## src/rtl/taillight_decoder_pkg.sv

```systemverilog
// Shared definitions for the tail-light lamp bus: legal lamp patterns, decoder
// state encoding, direction codes and small state-decode helpers. The lamp
// driver FSM imports the same package so both sides agree on the patterns.
package taillight_decoder_pkg;

  // Lamp patterns: left lamps fill from bit 0 upward, right lamps from bit 3.
  localparam logic [5:0] PatIdle = 6'd0;
  localparam logic [5:0] PatL1   = 6'd1;
  localparam logic [5:0] PatL2   = 6'd3;
  localparam logic [5:0] PatL3   = 6'd7;
  localparam logic [5:0] PatR1   = 6'd8;
  localparam logic [5:0] PatR2   = 6'd24;
  localparam logic [5:0] PatR3   = 6'd56;

  localparam logic [1:0] DirIdle  = 2'b00;
  localparam logic [1:0] DirLeft  = 2'b01;
  localparam logic [1:0] DirRight = 2'b10;
  localparam logic [1:0] DirErr   = 2'b11;

  typedef enum logic [2:0] {
    StIdle,
    StL1,
    StL2,
    StL3,
    StR1,
    StR2,
    StR3,
    StErr
  } state_e;

  function automatic logic [1:0] dir_of(state_e s);
    logic [1:0] d;
    case (s)
      StL1, StL2, StL3: d = DirLeft;
      StR1, StR2, StR3: d = DirRight;
      StErr:            d = DirErr;
      default:          d = DirIdle;
    endcase
    return d;
  endfunction

  function automatic logic [1:0] phase_of(state_e s);
    logic [1:0] p;
    case (s)
      StL1, StR1: p = 2'd1;
      StL2, StR2: p = 2'd2;
      StL3, StR3: p = 2'd3;
      default:    p = 2'd0;
    endcase
    return p;
  endfunction

  // True for the states whose dwell time is checked (not IDLE, not ERR).
  function automatic logic is_seq(state_e s);
    return (s != StIdle) && (s != StErr);
  endfunction

endpackage

```

## src/rtl/taillight_dwell_timer.sv

```systemverilog
// Dwell timer for the tail-light decoder. Counts clock cycles since the last
// lamp-bus event (saturating) and flags when the pattern now ending was held
// for fewer than MIN_DWELL cycles.
// Ports:
//   clk        clock, rising edge
//   reset_n    asynchronous active-low reset
//   evt        lamp bus changed this cycle (clears the counter)
//   too_short  current pattern held fewer than MIN_DWELL cycles
module taillight_dwell_timer #(
  parameter int unsigned MIN_DWELL = 16
) (
  input  logic clk,
  input  logic reset_n,
  input  logic evt,
  output logic too_short
);

  localparam int unsigned DW = (MIN_DWELL < 2) ? 1 : $clog2(MIN_DWELL + 1);
  // The counter reads n-1 at the edge that ends an n-cycle hold, since it
  // is cleared on the same edge that first registers the new pattern.
  localparam logic [DW-1:0] Limit = (MIN_DWELL == 0) ? '0 : DW'(MIN_DWELL - 1);
  localparam logic [DW-1:0] One   = DW'(1);

  logic [DW-1:0] cnt_q;

  always_ff @(posedge clk or negedge reset_n) begin
    if (!reset_n) begin
      cnt_q <= '0;
    end else if (evt) begin
      cnt_q <= '0;
    end else if (cnt_q != '1) begin
      cnt_q <= cnt_q + One;
    end
  end

  assign too_short = (cnt_q < Limit);

endmodule

```

## src/rtl/taillight_decoder.sv

```systemverilog
// Tail-light lamp-bus checker. Decodes the 6-bit lamp bus into direction and
// sequence phase, checks every pattern change against the legal left/right
// sequences, and counts completed sequences and protocol errors.
// Optional feature macro: TAILLIGHT_DWELL_CHECK_EN enables the minimum dwell
// check (taillight_dwell_timer); without it pattern timing is ignored.
// Ports:
//   clk        clock, rising edge
//   reset_n    asynchronous active-low reset
//   lamps      lamp bus from the turn-signal FSM (same clock domain)
//   clr        synchronous clear of counters and sticky err
//   dir        00 idle, 01 left, 10 right, 11 error
//   phase      0 idle/error, 1..3 lamps lit in current sequence
//   done       one-cycle pulse when a legal sequence returns to idle
//   err        sticky protocol-error flag
//   left_cnt   completed left sequences (saturating)
//   right_cnt  completed right sequences (saturating)
//   err_cnt    protocol errors detected (saturating)
module taillight_decoder
  import taillight_decoder_pkg::*;
#(
  parameter int unsigned CNT_W     = 8,
  parameter int unsigned MIN_DWELL = 16
) (
  input  logic             clk,
  input  logic             reset_n,
  input  logic [5:0]       lamps,
  input  logic             clr,
  output logic [1:0]       dir,
  output logic [1:0]       phase,
  output logic             done,
  output logic             err,
  output logic [CNT_W-1:0] left_cnt,
  output logic [CNT_W-1:0] right_cnt,
  output logic [CNT_W-1:0] err_cnt
);

  if (MIN_DWELL == 0) begin : g_bad_min_dwell
    $error("MIN_DWELL must be nonzero");
  end

  localparam logic [CNT_W-1:0] CntOne = CNT_W'(1);

  state_e     state_q, state_d;
  logic [5:0] prev_q;
  logic       lamp_evt;
  logic       done_d, left_inc, right_inc, err_entry;
  logic       dwell_short;

  assign lamp_evt = (lamps != prev_q);

`ifdef TAILLIGHT_DWELL_CHECK_EN
  taillight_dwell_timer #(
    .MIN_DWELL(MIN_DWELL)
  ) u_dwell (
    .clk      (clk),
    .reset_n  (reset_n),
    .evt      (lamp_evt),
    .too_short(dwell_short)
  );
`else
  assign dwell_short = 1'b0;
`endif

  always_comb begin
    state_d   = state_q;
    done_d    = 1'b0;
    left_inc  = 1'b0;
    right_inc = 1'b0;
    if (lamp_evt) begin
      case (state_q)
        StIdle: begin
          if (lamps == PatL1)      state_d = StL1;
          else if (lamps == PatR1) state_d = StR1;
          else                     state_d = StErr;
        end
        StL1: state_d = (lamps == PatL2) ? StL2 : StErr;
        StL2: state_d = (lamps == PatL3) ? StL3 : StErr;
        StL3: begin
          if (lamps == PatIdle) begin
            state_d  = StIdle;
            done_d   = 1'b1;
            left_inc = 1'b1;
          end else begin
            state_d = StErr;
          end
        end
        StR1: state_d = (lamps == PatR2) ? StR2 : StErr;
        StR2: state_d = (lamps == PatR3) ? StR3 : StErr;
        StR3: begin
          if (lamps == PatIdle) begin
            state_d   = StIdle;
            done_d    = 1'b1;
            right_inc = 1'b1;
          end else begin
            state_d = StErr;
          end
        end
        StErr:   state_d = (lamps == PatIdle) ? StIdle : StErr;
        default: state_d = StErr;
      endcase
      // A legal step taken too soon is still a protocol error.
      if (dwell_short && is_seq(state_q)) begin
        state_d   = StErr;
        done_d    = 1'b0;
        left_inc  = 1'b0;
        right_inc = 1'b0;
      end
    end
  end

  // Counted once per entry; staying in ERR does not re-count.
  assign err_entry = (state_d == StErr) && (state_q != StErr);

  always_ff @(posedge clk or negedge reset_n) begin
    if (!reset_n) begin
      state_q   <= StIdle;
      prev_q    <= PatIdle;
      dir       <= DirIdle;
      phase     <= 2'd0;
      done      <= 1'b0;
      err       <= 1'b0;
      left_cnt  <= '0;
      right_cnt <= '0;
      err_cnt   <= '0;
    end else begin
      prev_q  <= lamps;
      state_q <= state_d;
      dir     <= dir_of(state_d);
      phase   <= phase_of(state_d);
      done    <= done_d;
      // clr takes priority over any same-cycle count or error event.
      if (clr) begin
        err       <= 1'b0;
        left_cnt  <= '0;
        right_cnt <= '0;
        err_cnt   <= '0;
      end else begin
        if (err_entry) begin
          err <= 1'b1;
          if (err_cnt != '1) err_cnt <= err_cnt + CntOne;
        end
        if (left_inc && (left_cnt != '1))   left_cnt  <= left_cnt + CntOne;
        if (right_inc && (right_cnt != '1)) right_cnt <= right_cnt + CntOne;
      end
    end
  end

endmodule

```

## config.mk

```make
export PLATFORM = sky130hd
export DESIGN_NAME = taillight_decoder
export DESIGN_NICKNAME = d
export VERILOG_FILES = /design/src/rtl/taillight_decoder_pkg.sv /design/src/rtl/taillight_dwell_timer.sv /design/src/rtl/taillight_decoder.sv
export SDC_FILE = /design/constraint.sdc
export NUM_CORES = 1
export LEC_CHECK = 0
export ABC_AREA = 1
export CAP_MARGIN = 25
export CORE_AREA = 2 2 87 89
export CTS_BUF_LIST = sky130_fd_sc_hd__clkbuf_8
export DETAILED_ROUTE_END_ITERATION = 8
export DIE_AREA = 0 0 89 91
export MAX_ROUTING_LAYER = met4
export PLACE_DENSITY = 0.6
export SYNTH_ARGS = -nofsm -noshare
export SYNTH_HDL_FRONTEND = slang
export SYNTH_SLANG_ARGS = --single-unit
```

## constraint.sdc

```tcl
create_clock -name clk -period 3.52 [get_ports clk]
set_input_delay 0.704 -clock clk [delete_from_list [all_inputs] [get_ports clk]]
set_output_delay 0.704 -clock clk [all_outputs]
set_load 0.01 [all_outputs]
```

==> flow_summary.toml <==
[run_status]
status = "completed"

[routing]
dr.pass1.iters = 4
drt_iter0_drc = 84
drc = 0
wl_mm = 4.94
detail-route-antenna-nets = 0
vias = 2019
vias_per_cell = 4.47
avgRoutedWirePerCell_um = 10.9

[pwr]
pwr-share-clk_pct = 21.6
p_comb_share_pct = 38.3
sw_frac_of_total_pct = 38.3
p_int_mw = 0.853
p_per_area_mw_per_mm2 = 477
p_leak_nw = 1.31
seqPwrFrac_pct = 40.1
p_switching_mw = 0.530
ir_drop_mv = 0.289

[cts]
cts_made_buffers = 5
cts_setup_buffers = 0
cts.sinks = 39
cts_max_level = 2
cts.clk_slew.worst_paths_ps = 80
clkLatencyLatePin_ps = 290
root_buffer = "clkbuf_8"
cts_buffer_depth = 2
cts_tree = "yes"
cts_resized = 0
cts-hold-fix-buffers = 0

[global_route]
grt_pass1_vias = 1914
overflow = 0
antenna_found_initial = 0
grt_pass1_wl_mm = 8.77
grt_usage_pct = 14.0
grt_max_degree = 40

[logic_synthesis]
yosys-top-cells-area = "dfrtp_1 42%, nand2_1 12%, nand3_1 6.9%"
yosysMostFrequentCell = "nand2_1"
synth_warnings = 0
synth_top_family_by_area = "simple AND/OR/NAND/NOR gates"
yosysTopAreaCellShare_pct = 42.0
synth_edf_count = 0
synthDistinctLibCells = 31
synth-seq-cells = 39
netlist_instances = 309
ys_async_sr_fraction_pct = 100
synth_fp_nets = 321
netlist.top_cell.by_area = "dfrtp_1"
synth_mux_area_share_pct = 0
synth_area_sq_mm = 0.00232
avgSynthCellArea_sq_um = 7.52
synthFlopType = "dfrtp_1"
synth_compound_area_share_pct = 6.20
ys_seq_area_share_pct = 42.0
synth_fa_ha_area_share_pct = 1.62
yosys-top-cells-count = "76 x nand2_1, 39 x dfrtp_1, 38 x nor2_1"
synthSimpleGateAreaFrac_pct = 39.8
synth-xor-area-share_pct = 1.89

[setup_path]
slowest_stage = "clkdlybuf4s50_1"
crit_path_max_fanout = 11
crit_path_start_kind = "input port"
critical_path_class = "in -> reg"
cpPeakStageDelay_ps = 590
worstPathCellList = "clkdlybuf4s50_1, inv_1, nand2_1, nand2_1, nor2_1, nand3_2, nand3_1, nand2_1, nor2_4, nand4_4, nand3_1, nand2_1"
arrival_ps = 2600
cp_num_buf_inv = 2
crit_family = "simple AND/OR/NAND/NOR gates"
cp.required_ps = 3710
cp-end-kind = "flip-flop"
crit_top_cell = "nand2_1"

[timing]
slew_viol_final = 0
fin_hold_ws_ps = 515
rsz0062_at_grt = "false"
worst_pin_slew_ps = 884
fin_ws_ps = 1100
fmax_mhz = 414
hold_viol = 0
setup_viol = 0
period_share_pct = 68.7
finClkSkew_ps = 9.83
tns_ps = 0
fin_crit_ps = 2420
relSlewSlack_pct = 41.1

[floorplan]
num_rows = 31
die-area_sq_mm = 0.00810
initial_core_util_pct = 32.5
die_w_um = 89
io_pins = 39
die_y_um = 91
core_sq_mm = 0.00714

[layout]
stdcell_area_sq_mm = 0.00290
area_delta_synth_final_pct = 24.8
drive_above_1_share_pct = 12.5
antennaDiodeCount = 0
nets = 364
multi_input_area_sq_mm = 0.00115
finalNonFillerCells = 452
n_fill_cell = 752
layout.area.seq_sq_um = 976

[place]
gp_congestion = 0.929
post-dp-hpwl_mm = 3.59
place_area_sq_mm = 0.00281
dpl_worst_slack_ps = 770
io_buffers = 38
dpl.cell_count = 444

[run]
max-cap-violations = 0

[worst_hold_path]
hold_path.class = "reg -> reg"
-- final cells by class --
cell class	count	area share, %
clock buffers	5	2.37
clock inverters	3	0.561
inverters	45	6.00
multi-input cells	221	39.7
flip-flops and latches	39	33.7
well taps	99	4.27
repair buffers	40	13.5
-- worst register-to-register path: stages, from the launching register on --
cell      delay, ps
dfrtp_1         450
nor2_1          170
inv_1            90
nor2_1          160
o211ai_1        160
nand3_1         110
nand2_1         110
nor2_4          120
nand4_4         150
nand3_1         110
nand2_1          60
-- final timing paths --
path | from | endpoint | slack (ps) | cells past startpoint
min reg2reg | right_cnt[3] | right_cnt[3] | 520 | 1
max in group asynchronous | reset_n | dir[0] | 2440 | 1
max | lamps[2] | err_cnt[4] | 1100 | 12
max reg2reg | state_q[1] | err_cnt[4] | 1720 | 10
min | right_cnt[3] | right_cnt[3] | 520 | 1
min in group asynchronous | reset_n | err_cnt[4] | 530 | 1
-- per-stage QoR --
stage | total power, mW | utilization (%)
2_1_floorplan | 0.923 | -
3_5_place_dp | 1.09 | 39.4
5_1_grt | 1.49 | 40.6
6_report | 1.38 | 40.6
3_3_place_gp | 1.10 | 39.4
4_1_cts | 1.40 | 40.6
-- cell families (layout without fill, tap and decap cells) --
| group | Yosys count | after routing |
|---|---|---|
| buffers and inverters | 49 | 93 |
| adders and majority gates | 3 | 3 |
| DFF | 39 | 39 |
| AOI/OAI and AO/OA | 25 | 25 |
| xor gates and xnor gates | 5 | 5 |
| and+or+nand+nor | 188 | 188 |
-- sequential cells by signal, indices dropped and copies added, names as in the netlist --
signal     count
state_q        3
phase          2
prev_q         6
right_cnt      8
done           1
dir            2
left_cnt       8
err_cnt        8
err            1
-- placed cells by master, fill, tap and decap left out, drive strengths merged --
master / count
nand2: 81
nor2: 51
inv: 43
dfrtp: 39
clkdlybuf4s50: 37
nand3: 35
a21oi: 11
o21ai: 11
nor3: 9
nand4: 8
clkbuf: 5
xor2: 4
clkinv: 4
ha: 3
nor3b: 3
buf: 3
a211oi: 2
o211ai: 1
xnor2: 1
nor4: 1
clkinvlp: 1
-- layer usage --
metal	up-vias	global-route usage (%)	wire [um]
met5	-	-	0
met2	24	21.4	2270
li1	1075	-	-
met3	5	3.09	125
met1	915	18.2	2460
met4	0	5.22	81
-- power by group through the flow --
stage          combinational [mW]  sequential (mW)  clock (mW)
2_1_floorplan               0.350            0.572           0
3_3_place_gp                0.533            0.564           0
3_5_place_dp                0.534            0.561           0
4_1_cts                     0.537            0.555       0.312
5_1_grt                     0.597            0.565       0.332
6_report                    0.529            0.555       0.299
Power figures use the tool's default switching activity.
